File: src/rtl/fifo_spram_writer_pkg.sv
// fifo_spram_writer_pkg: FSM encoding and default geometry shared by the FIFO-to-SPRAM writer.
// Latency: n/a (types and constants only).
// Backpressure: n/a.
package fifo_spram_writer_pkg;

  localparam int DEF_DATA_WIDTH     = 16;
  localparam int DEF_ADDR_WIDTH     = 14;
  localparam int DEF_BANK_SEL_WIDTH = 2;
  localparam int DEF_NUM_BANKS      = 1 << DEF_BANK_SEL_WIDTH;

  typedef enum logic [2:0] {
    ST_IDLE,
    ST_REQ,
    ST_WAIT,
    ST_WRITE,
    ST_DONE
  } state_t;

endpackage

File: src/rtl/spram_bank_decode.sv
// spram_bank_decode: turns bank-select bits plus the write strobe into a one-hot SPRAM write enable.
// Latency: combinational.
// Backpressure: none; the enable is all-zero whenever the strobe is low.
module spram_bank_decode
  import fifo_spram_writer_pkg::*;
#(
  parameter int BANK_SEL_WIDTH = DEF_BANK_SEL_WIDTH,
  parameter int NUM_BANKS      = DEF_NUM_BANKS
) (
  input  logic [BANK_SEL_WIDTH-1:0] bank,
  input  logic                      wr_stb,
  output logic [NUM_BANKS-1:0]      ram_we
);

  // Compare against each bank index so an out-of-range select can never index past the vector.
  always_comb begin
    ram_we = '0;
    for (int b = 0; b < NUM_BANKS; b++) begin
      if (wr_stb && (bank == BANK_SEL_WIDTH'(b))) begin
        ram_we[b] = 1'b1;
      end
    end
  end

endmodule

File: src/rtl/fifo_spram_writer.sv
// fifo_spram_writer: drains the ADC sample FIFO into a bank of SPRAMs as one linear capture buffer.
// Latency: 3 cycles per sample (REQ -> WAIT -> WRITE); at most one sample every 3 cycles.
// Backpressure: stalls in REQ while fifo_empty is high; read pulses are spaced so the lagging empty flag is safe.
// Optional build macro RAM_WR_WRAP_EN: circular capture that wraps at capture_len and ends on a stop pulse.
module fifo_spram_writer
  import fifo_spram_writer_pkg::*;
#(
  parameter int DATA_WIDTH     = DEF_DATA_WIDTH,
  parameter int ADDR_WIDTH     = DEF_ADDR_WIDTH,
  parameter int BANK_SEL_WIDTH = DEF_BANK_SEL_WIDTH,
  parameter int NUM_BANKS      = DEF_NUM_BANKS
) (
  input  logic                               clk,
  input  logic                               reset,
  input  logic                               start,
  input  logic                               stop,
  input  logic [ADDR_WIDTH+BANK_SEL_WIDTH-1:0] capture_len,
  input  logic                               fifo_empty,
  output logic                               fifo_rd_en,
  input  logic [DATA_WIDTH-1:0]              fifo_data,
  output logic [ADDR_WIDTH-1:0]              ram_addr,
  output logic [DATA_WIDTH-1:0]              ram_wdata,
  output logic [NUM_BANKS-1:0]               ram_we,
  output logic                               busy,
  output logic                               done,
  output logic [ADDR_WIDTH+BANK_SEL_WIDTH-1:0] samples_written
);

  localparam int PTR_W = ADDR_WIDTH + BANK_SEL_WIDTH;
  localparam logic [PTR_W-1:0] PTR_ONE = PTR_W'(1);

  state_t                 state_q, state_d;
  logic [PTR_W-1:0]       ptr_q, ptr_d;
  logic [PTR_W-1:0]       cnt_q, cnt_d;
  logic [PTR_W-1:0]       len_q, len_d;
  logic [DATA_WIDTH-1:0]  wdata_q, wdata_d;
  logic                   rd_en;
  logic                   wr_stb;
  logic                   stop_now;

`ifdef RAM_WR_WRAP_EN
  logic stop_pend_q, stop_pend_d;

  // A stop seen while a capture is running is held until the FSM can act on it.
  always_comb begin
    stop_pend_d = stop_pend_q | stop;
    if ((state_q == ST_IDLE) || (state_q == ST_DONE)) begin
      stop_pend_d = 1'b0;
    end
  end

  // Pending-stop register.
  always_ff @(posedge clk) begin
    if (reset) begin
      stop_pend_q <= 1'b0;
    end else begin
      stop_pend_q <= stop_pend_d;
    end
  end

  assign stop_now = stop_pend_q | stop;
`else
  logic stop_unused;
  assign stop_unused = stop;
  assign stop_now    = 1'b0;
`endif

  // Next-state, pointer/count update and strobes for the REQ/WAIT/WRITE pacing loop.
  always_comb begin
    state_d = state_q;
    ptr_d   = ptr_q;
    cnt_d   = cnt_q;
    len_d   = len_q;
    wdata_d = wdata_q;
    rd_en   = 1'b0;
    wr_stb  = 1'b0;
    case (state_q)
      ST_IDLE: begin
        if (start) begin
          len_d   = capture_len;
          ptr_d   = '0;
          cnt_d   = '0;
          state_d = (capture_len == '0) ? ST_DONE : ST_REQ;
        end
      end
      ST_REQ: begin
        if (stop_now) begin
          state_d = ST_DONE;
        end else if (!fifo_empty) begin
          rd_en   = 1'b1;
          state_d = ST_WAIT;
        end
      end
      ST_WAIT: begin
        wdata_d = fifo_data;
        state_d = ST_WRITE;
      end
      ST_WRITE: begin
        wr_stb = 1'b1;
`ifdef RAM_WR_WRAP_EN
        ptr_d   = ((ptr_q + PTR_ONE) == len_q) ? '0 : (ptr_q + PTR_ONE);
        cnt_d   = (cnt_q == len_q) ? cnt_q : (cnt_q + PTR_ONE);
        state_d = stop_now ? ST_DONE : ST_REQ;
`else
        ptr_d   = ptr_q + PTR_ONE;
        cnt_d   = cnt_q + PTR_ONE;
        state_d = ((cnt_q + PTR_ONE) == len_q) ? ST_DONE : ST_REQ;
`endif
      end
      ST_DONE: begin
        state_d = ST_IDLE;
      end
      default: begin
        state_d = ST_IDLE;
      end
    endcase
  end

  // Capture state registers.
  always_ff @(posedge clk) begin
    if (reset) begin
      state_q <= ST_IDLE;
      ptr_q   <= '0;
      cnt_q   <= '0;
      len_q   <= '0;
      wdata_q <= '0;
    end else begin
      state_q <= state_d;
      ptr_q   <= ptr_d;
      cnt_q   <= cnt_d;
      len_q   <= len_d;
      wdata_q <= wdata_d;
    end
  end

  spram_bank_decode #(
    .BANK_SEL_WIDTH (BANK_SEL_WIDTH),
    .NUM_BANKS      (NUM_BANKS)
  ) u_bank_decode (
    .bank   (ptr_q[PTR_W-1:ADDR_WIDTH]),
    .wr_stb (wr_stb),
    .ram_we (ram_we)
  );

  assign fifo_rd_en      = rd_en;
  assign ram_addr        = ptr_q[ADDR_WIDTH-1:0];
  assign ram_wdata       = wdata_q;
  assign busy            = (state_q == ST_REQ) || (state_q == ST_WAIT) || (state_q == ST_WRITE);
  assign done            = (state_q == ST_DONE);
  assign samples_written = cnt_q;

endmodule

File: config.mk
export PLATFORM = sky130hd
export DESIGN_NAME = fifo_spram_writer
export DESIGN_NICKNAME = d
export VERILOG_FILES = /design/src/rtl/fifo_spram_writer_pkg.sv /design/src/rtl/spram_bank_decode.sv /design/src/rtl/fifo_spram_writer.sv
export SDC_FILE = /design/constraint.sdc
export NUM_CORES = 1
export LEC_CHECK = 0
export CAP_MARGIN = 20
export CORE_MARGIN = 8
export CORE_UTILIZATION = 53
export DETAILED_ROUTE_END_ITERATION = 8
export MAX_ROUTING_LAYER = met4
export PLACE_DENSITY_LB_ADDON = 0.1
export SLEW_MARGIN = 20
export SYNTH_ARGS = -nofsm -noshare
export SYNTH_HDL_FRONTEND = slang
export SYNTH_SLANG_ARGS = --single-unit
File: constraint.sdc
create_clock -name clk -period 5.25 [get_ports clk]
set_clock_uncertainty 0.1 [all_clocks]
set_input_delay 1.575 -clock clk [delete_from_list [all_inputs] [get_ports clk]]
set_output_delay 1.575 -clock clk [all_outputs]
set_load 0.005 [all_outputs]
# --- Word level (Yosys, flattened, before mapping) ---
# Cells that the tools add are included.
word_totals:
  reg_bits: 67
  in_bits: 37
  out_inout_bits: 53
  elab_cells: 45
classes:
  add_sub_neg: 2
  n_eq_ne: 10
  muxes: 15
  n_reduce_logical: 13
ops:
  columns: ["op", "count"]
  rows:
  - ["case mux 16 bit (2 select lines)", 2]
  - ["adder 16 x 1 -> 16 bit, second input constant", 2]
  - ["equality test 16 bit", 1]
  - ["zero test 16 bit", 1]
  - ["two-way mux 16 bit", 1]
  - ["two-way mux 3 bit", 4]
  - ["case mux 3 bit (4 select lines)", 1]
  - ["two-way mux 1 bit", 7]
  - ["equality test 3 x 2 -> 1 bit, second input constant", 2]
  - ["AND reduction 2 bit", 3]
  - ["equality test 2 bit, second input constant", 2]
  - ["logical AND 1 bit", 4]
  - ["!= test 2 bit, second input constant", 2]
  - ["equality test 3 x 1 -> 1 bit, second input constant", 1]
  - ["equality test 3 bit, second input constant", 1]
  - ["zero test 3 bit", 1]
  - ["equality test 2 x 1 -> 1 bit, second input constant", 1]
  - ["zero test 2 bit", 1]
  - ["logical OR 1 bit", 2]
  - ["nonzero test 2 bit", 1]

# --- Logic depth before layout (Yosys ltp) ---
# Gate-level depths: netlist of run 1.
logic_depth:
  ltp_word: 4
  depth_mapped: 9
  depth_no_buf: 8

# --- Hierarchy ---
# From an unflattened synthesis of run 1, not the netlist that was laid out.
hier_totals:
  hier_cells: 451
  hier_area_um2: 3469.6
by_module_without_submodules:
  columns: ["module", "instances", "cells_each", "area_per_inst_um2", "seq_area_each_um2"]
  rows:
  - ["fifo_spram_writer", 1, 447, 3432.0, 1341.3]
  - ["spram_bank_decode", 1, 4, 37.5, 0.0]

# --- Worst setup path after synthesis of run 1 ---
# Ideal clock, no wire load.
synth_path:
  kind: "input -> output"
  start: "input fifo_empty"
  end: "output fifo_rd_en"
  arrival_time_ns: 1.864
  required_time_ns: 3.575
  setup_slack_ns: 1.711
  cell_stages: 1
  n_path_buf: 0
  cell_sequence: "nor4b_1"
synth_via:
  elab_chain_cells: 2
synth_lines:
  columns: ["element", "line", "text"]
  rows:
  - ["start: declaration", "fifo_spram_writer.sv:18", "input logic fifo_empty,"]
  - ["two-way mux 1 bit", "fifo_spram_writer.sv:89", "end else if (!fifo_empty) begin"]
  - ["two-way mux 1 bit", "fifo_spram_writer.sv:77", "case (state_q)"]
  - ["end: declaration", "fifo_spram_writer.sv:19", "output logic fifo_rd_en,"]
# No other way between the ends.

# --- Final worst setup path of run 1 ---
# Ends and elaborated chain as after synthesis.

==> out/summary.json, run 1 <==
{
  "grt_pass1_vias": {"value": 3256},
  "slew_viol_final": {"value": 0},
  "cp_max_fo": {"value": 2},
  "wl_per_cell": {"value": 15.8, "unit": "µm"},
  "timing.max_cap.violations": {"value": 0},
  "vias_per_cell": {"value": 5.62},
  "timing.slew.headroom": {"value": 26.8, "unit": "%"},
  "detail_route.first_pass.iterations": {"value": 5},
  "post_cts_buffers": {"value": 0},
  "synthesized_area_per_cell": {"value": 7.66, "unit": "µm²"},
  "cts_tree": {"value": "built"},
  "wl": {"value": 9600, "unit": "µm"},
  "post_synth_instance_area": {"value": 0.00355, "unit": "mm²"},
  "worstHoldPathType": {"value": "reg2reg"},
  "fp-row-count": {"value": 30},
  "timing_worst_slew_pin_value": {"value": 1.09, "unit": "ns"},
  "n_antenna_cell": {"value": 0},
  "cts_hold_repair.buffers": {"value": 0},
  "critPathMostFrequentCell": {"value": "sky130_fd_sc_hd__clkdlybuf4s50_1"},
  "timing.hold.worst_endpoint": {"value": "ram_wdata[12]$_SDFFE_PP0P_"},
  "timing.rr.start": {"value": "samples_written[0]$_SDFFE_PP0P_"},
  "critPathCaptureType": {"value": "output port"},
  "flow.area_growth_from_synthesis": {"value": 29.0, "unit": "%"},
  "fmaxAchievable": {"value": 224, "unit": "MHz"},
  "globalRouteTotalUtil": {"value": 20.8, "unit": "%"},
  "ys_top_cells_by_area": {"value": "sky130_fd_sc_hd__dfxtp_1 (38%), sky130_fd_sc_hd__nand2_1 (9.2%), sky130_fd_sc_hd__a21oi_1 (8.6%)"},
  "setup_total_negative_slack": {"value": 0, "unit": "ns"},
  "port_buffers": {"value": 88},
  "postSynthRegisterBits": {"value": 67},
  "cellLeakagePower": {"value": 1.60, "unit": "nW"},
  "synth_top_area_cell": {"value": "sky130_fd_sc_hd__dfxtp_1"},
  "grt_overflow": {"value": 0},
  "finalSetupViolCount": {"value": 0},
  "async_flop_share": {"value": 0, "unit": "%"},
  "timing.critical_path.required": {"value": 3.58, "unit": "ns"},
  "irDropWorstVdd": {"value": 0.000176, "unit": "V"},
  "wire_length_of_the_first_global_routing_pass": {"value": 15900, "unit": "µm"},
  "synth_warnings": {"value": 0},
  "fp.dieH": {"value": 97.9, "unit": "µm"},
  "io_pins": {"value": 90},
  "synth_sequential_area_ratio": {"value": 37.7, "unit": "%"},
  "timing.final.crit_period": {"value": 4.47, "unit": "ns"},
  "layout_worst_path_cycle_share": {"value": 85.2, "unit": "%"},
  "final.fill_count": {"value": 559},
  "cts_repair_resized_insts": {"value": 0},
  "result_of_the_run": {"value": "complete, no violations"},
  "clock_latency_of_the_later_clocked_register_in_the_worst_skew_pair": {"value": 0.34, "unit": "ns"},
  "ant_nets": {"value": 0},
  "timing.critical_path.from_type": {"value": "primary input"},
  "syn_nets": {"value": 503},
  "cts.reportedPaths.clkPinSlew": {"value": 0.08, "unit": "ns"},
  "rsz0062_at_grt": {"value": "no"},
  "hold_path_depth": {"value": 2},
  "pre_cts_slack": {"value": 0.776, "unit": "ns"},
  "tritoncts_num_sinks": {"value": 67},
  "gp_routability_congestion": {"value": 0.860},
  "worst_path_max_delay_cell": {"value": "sky130_fd_sc_hd__clkdlybuf4s50_1"},
  "r2r_cells": {"value": 8},
  "timing.setup.critical_path_class": {"value": "in2out"},
  "setup.reg_to_reg.worst_slack": {"value": 2.59, "unit": "ns"},
  "synth_top_flop_cell": {"value": "sky130_fd_sc_hd__dfxtp_1"},
  "cp_data_arrival_time": {"value": 2.80, "unit": "ns"},
  "final_critical_path_setup_slack": {"value": 0.777, "unit": "ns"},
  "ctsRootBufferMaster": {"value": "sky130_fd_sc_hd__clkbuf_8"},
  "share_of_the_synthesized_area_in_the_top_cell_type": {"value": 37.7, "unit": "%"},
  "yosys.cell_types.count": {"value": 52},
  "critical_path.cell_chain": {"value": "clkdlybuf4s50_1 > nor4b_1 > clkdlybuf4s50_1"},
  "pin_count_of_the_biggest_net_entering_global_routing": {"value": 39},
  "chipWidth": {"value": 97.9, "unit": "µm"},
  "floorplan.die_area": {"value": 0.00958, "unit": "mm²"},
  "initial_utilization": {"value": 53.5, "unit": "%"},
  "residual_drc": {"value": 0},
  "grt_antenna_before_repair": {"value": 0},
  "routed-via-count": {"value": 3419},
  "hold_start": {"value": "ram_wdata[12]$_SDFFE_PP0P_"},
  "cts_buffers": {"value": 9},
  "fin_nets": {"value": 562},
  "final_layout_size_suffix_gt1_share": {"value": 7.77, "unit": "%"},
  "critical_path.n_buffers_inverters": {"value": 2},
  "worstReg2RegEnd": {"value": "state_q[0]$_SDFFE_PP0P_"},
  "htree_levels": {"value": 3},
  "finalHoldViolCount": {"value": 0},
  "coreArea": {"value": 0.00664, "unit": "mm²"},
  "synth_edf_count": {"value": 0},
  "cts.path.max_buffers": {"value": 2},
  "power-per-cell-area": {"value": 261, "unit": "mW/mm²"},
  "crit_path_max_incr_delay": {"value": 0.57, "unit": "ns"},
  "postSynthCellCount": {"value": 464},
  "post-dp-hpwl": {"value": 6720, "unit": "µm"},
  "crit_family": {"value": "buffers and inverters"},
  "drt_first_iter_violations": {"value": 175}
}
==> worst max path at each step <==
stage | from | to | slack, ns | cells after the start
after floorplan | fifo_empty | fifo_rd_en | 1.71 | 1
after global placement | fifo_empty | fifo_rd_en | 0.78 | 3
after detailed placement | fifo_empty | fifo_rd_en | 0.78 | 3
after CTS | fifo_empty | fifo_rd_en | 0.76 | 3
after global routing | fifo_empty | fifo_rd_en | 0.71 | 3
final | fifo_empty | fifo_rd_en | 0.78 | 3
==> cells by family (layout without fill, tap and decap cells) <==
kind of cell,Yosys count,after routing,synth area share (%)
adders and majority gates,2,2,0.704
DFF,67,67,37.7
AOI/OAI and AO/OA,118,118,19.9
buffers and inverters,51,115,7.32
and+or+nand+nor,207,207,29.5
muxes,2,2,0.599
xor gates and xnor gates,17,17,4.19
==> per-layer routing <==
layer	vias to the layer above	global-route usage, %	routed length [µm]
li1	1741	-	-
met1	1571	24.9	4260
met2	96	32.9	4540
met3	11	4.98	654
met4	0	8.39	140
met5	-	-	0
==> flip-flops by register name (all words and copies together) (netlist names) <==
signal,flops
ptr_q,16
len_q,16
state_q,3
ram_wdata,16
samples_written,16
==> Yosys cell counts, types with 2 or more instances <==
| master | instances |
|---|---|
| sky130_fd_sc_hd__nor4_2 | 2 |
| sky130_fd_sc_hd__nand3_1 | 11 |
| sky130_fd_sc_hd__a311oi_1 | 5 |
| sky130_fd_sc_hd__nor3b_1 | 2 |
| sky130_fd_sc_hd__xor2_1 | 8 |
| sky130_fd_sc_hd__o21ai_0 | 18 |
| sky130_fd_sc_hd__nand3b_1 | 6 |
| sky130_fd_sc_hd__or3_1 | 9 |
| sky130_fd_sc_hd__xnor2_1 | 9 |
| sky130_fd_sc_hd__a211o_1 | 2 |
| sky130_fd_sc_hd__o211ai_1 | 5 |
| sky130_fd_sc_hd__nand4_1 | 7 |
| sky130_fd_sc_hd__nand2_1 | 87 |
| sky130_fd_sc_hd__a211oi_2 | 2 |
| sky130_fd_sc_hd__a22oi_1 | 3 |
| sky130_fd_sc_hd__dfxtp_1 | 67 |
| sky130_fd_sc_hd__and3_1 | 8 |
| sky130_fd_sc_hd__ha_1 | 2 |
| sky130_fd_sc_hd__inv_1 | 6 |
| sky130_fd_sc_hd__nor3_1 | 7 |
| sky130_fd_sc_hd__or2_2 | 2 |
| sky130_fd_sc_hd__a211oi_1 | 8 |
| sky130_fd_sc_hd__nand4_4 | 2 |
| sky130_fd_sc_hd__nand3_2 | 3 |
| sky130_fd_sc_hd__clkbuf_1 | 20 |
| sky130_fd_sc_hd__and2_1 | 2 |
| sky130_fd_sc_hd__buf_2 | 10 |
| sky130_fd_sc_hd__buf_4 | 15 |
| sky130_fd_sc_hd__a31oi_1 | 7 |
| sky130_fd_sc_hd__nor4_1 | 5 |
| sky130_fd_sc_hd__nand2b_1 | 3 |
| sky130_fd_sc_hd__nor2_1 | 41 |
| sky130_fd_sc_hd__a21oi_1 | 61 |
==> metrics by stage <==
stage          util (%)  hold WS (ns)  cells  instance area, µm²  power [mW]
4_1_cts            69.0         0.357    608                4580        1.20
2_1_floorplan         -         0.346    464                3550       0.611
3_5_place_dp       65.2         0.348    592                4330       0.673
3_3_place_gp       65.2         0.341    592                4330       0.671
5_1_grt            69.0         0.377    608                4580        1.24
6_report           69.0         0.354    608                4580        1.20
==> tightest hold or removal path, stage by stage (launching register included) <==
cell and delay [ns]:
sky130_fd_sc_hd__dfxtp_1 0.31, sky130_fd_sc_hd__nand2_1 0.05, sky130_fd_sc_hd__a21oi_1 0.05
==> cell type report <==
type / instances / area [µm²] / share of cell area, %
repair buffers: 93 / 913 / 19.9
multi-input cells: 346 / 1960 / 42.7
well taps: 80 / 100 / 2.18
clock inverters: 6 / 113 / 2.46
clock buffers: 10 / 138 / 3.00
inverters: 6 / 22.5 / 0.491
flip-flops and latches: 67 / 1340 / 29.3
==> power by group <==
group / leakage (nW) / total [mW] / switching [mW] / internal [mW]
Clock: 0.126 / 0.534 / 0.205 / 0.329
Sequential: 0.543 / 0.536 / 0.0138 / 0.522
Combinational: 0.926 / 0.126 / 0.0645 / 0.0613
Total: 1.60 / 1.20 / 0.283 / 0.913
==> placed cells by master (no fill, tap or decap), drive strengths merged, types with 2 or more instances in the layout <==
| cell | count |
|---|---|
| nand2 | 87 |
| clkdlybuf4s50 | 87 |
| dfxtp | 67 |
| a21oi | 61 |
| nor2 | 41 |
| o21ai | 18 |
| nand3 | 14 |
| clkbuf | 10 |
| and3 | 10 |
| a211oi | 10 |
| xnor2 | 9 |
| or3 | 9 |
| nand4 | 9 |
| xor2 | 8 |
| nor3 | 7 |
| a31oi | 7 |
| nand3b | 7 |
| nor4 | 7 |
| inv | 6 |
| buf | 6 |
| o211ai | 5 |
| a311oi | 5 |
| nand2b | 3 |
| a22oi | 3 |
| bufinv | 3 |
| or2 | 3 |
| clkinv | 3 |
| and2 | 2 |
| a211o | 2 |
| ha | 2 |
| nor3b | 2 |
| nor4b | 2 |
Power figures use the tool's default switching activity.
==> inputs of run 2 (changes only) <==
--- a/config.mk
+++ b/config.mk
@@ -5,9 +5,11 @@
 export SDC_FILE = /design/constraint.sdc
 export NUM_CORES = 1
 export LEC_CHECK = 0
+export ABC_CLOCK_PERIOD_IN_PS = 5250
 export CAP_MARGIN = 20
 export CORE_MARGIN = 8
 export CORE_UTILIZATION = 53
+export CTS_CLUSTER_DIAMETER = 50
 export DETAILED_ROUTE_END_ITERATION = 8
 export MAX_ROUTING_LAYER = met4
 export PLACE_DENSITY_LB_ADDON = 0.1
==> results of run 2 <==
The final DEF is identical to that of run 1; final timing and power are the same.
==> inputs of run 3 (changes only) <==
--- a/config.mk
+++ b/config.mk
@@ -5,7 +5,6 @@
 export SDC_FILE = /design/constraint.sdc
 export NUM_CORES = 1
 export LEC_CHECK = 0
-export ABC_CLOCK_PERIOD_IN_PS = 5250
 export CAP_MARGIN = 20
 export CORE_MARGIN = 8
 export CORE_UTILIZATION = 53
@@ -13,7 +12,6 @@
 export DETAILED_ROUTE_END_ITERATION = 8
 export MAX_ROUTING_LAYER = met4
 export PLACE_DENSITY_LB_ADDON = 0.1
-export SLEW_MARGIN = 20
 export SYNTH_ARGS = -nofsm -noshare
 export SYNTH_HDL_FRONTEND = slang
 export SYNTH_SLANG_ARGS = --single-unit
==> results of run 3 <==
The final DEF is identical to that of run 1; final timing and power are the same.
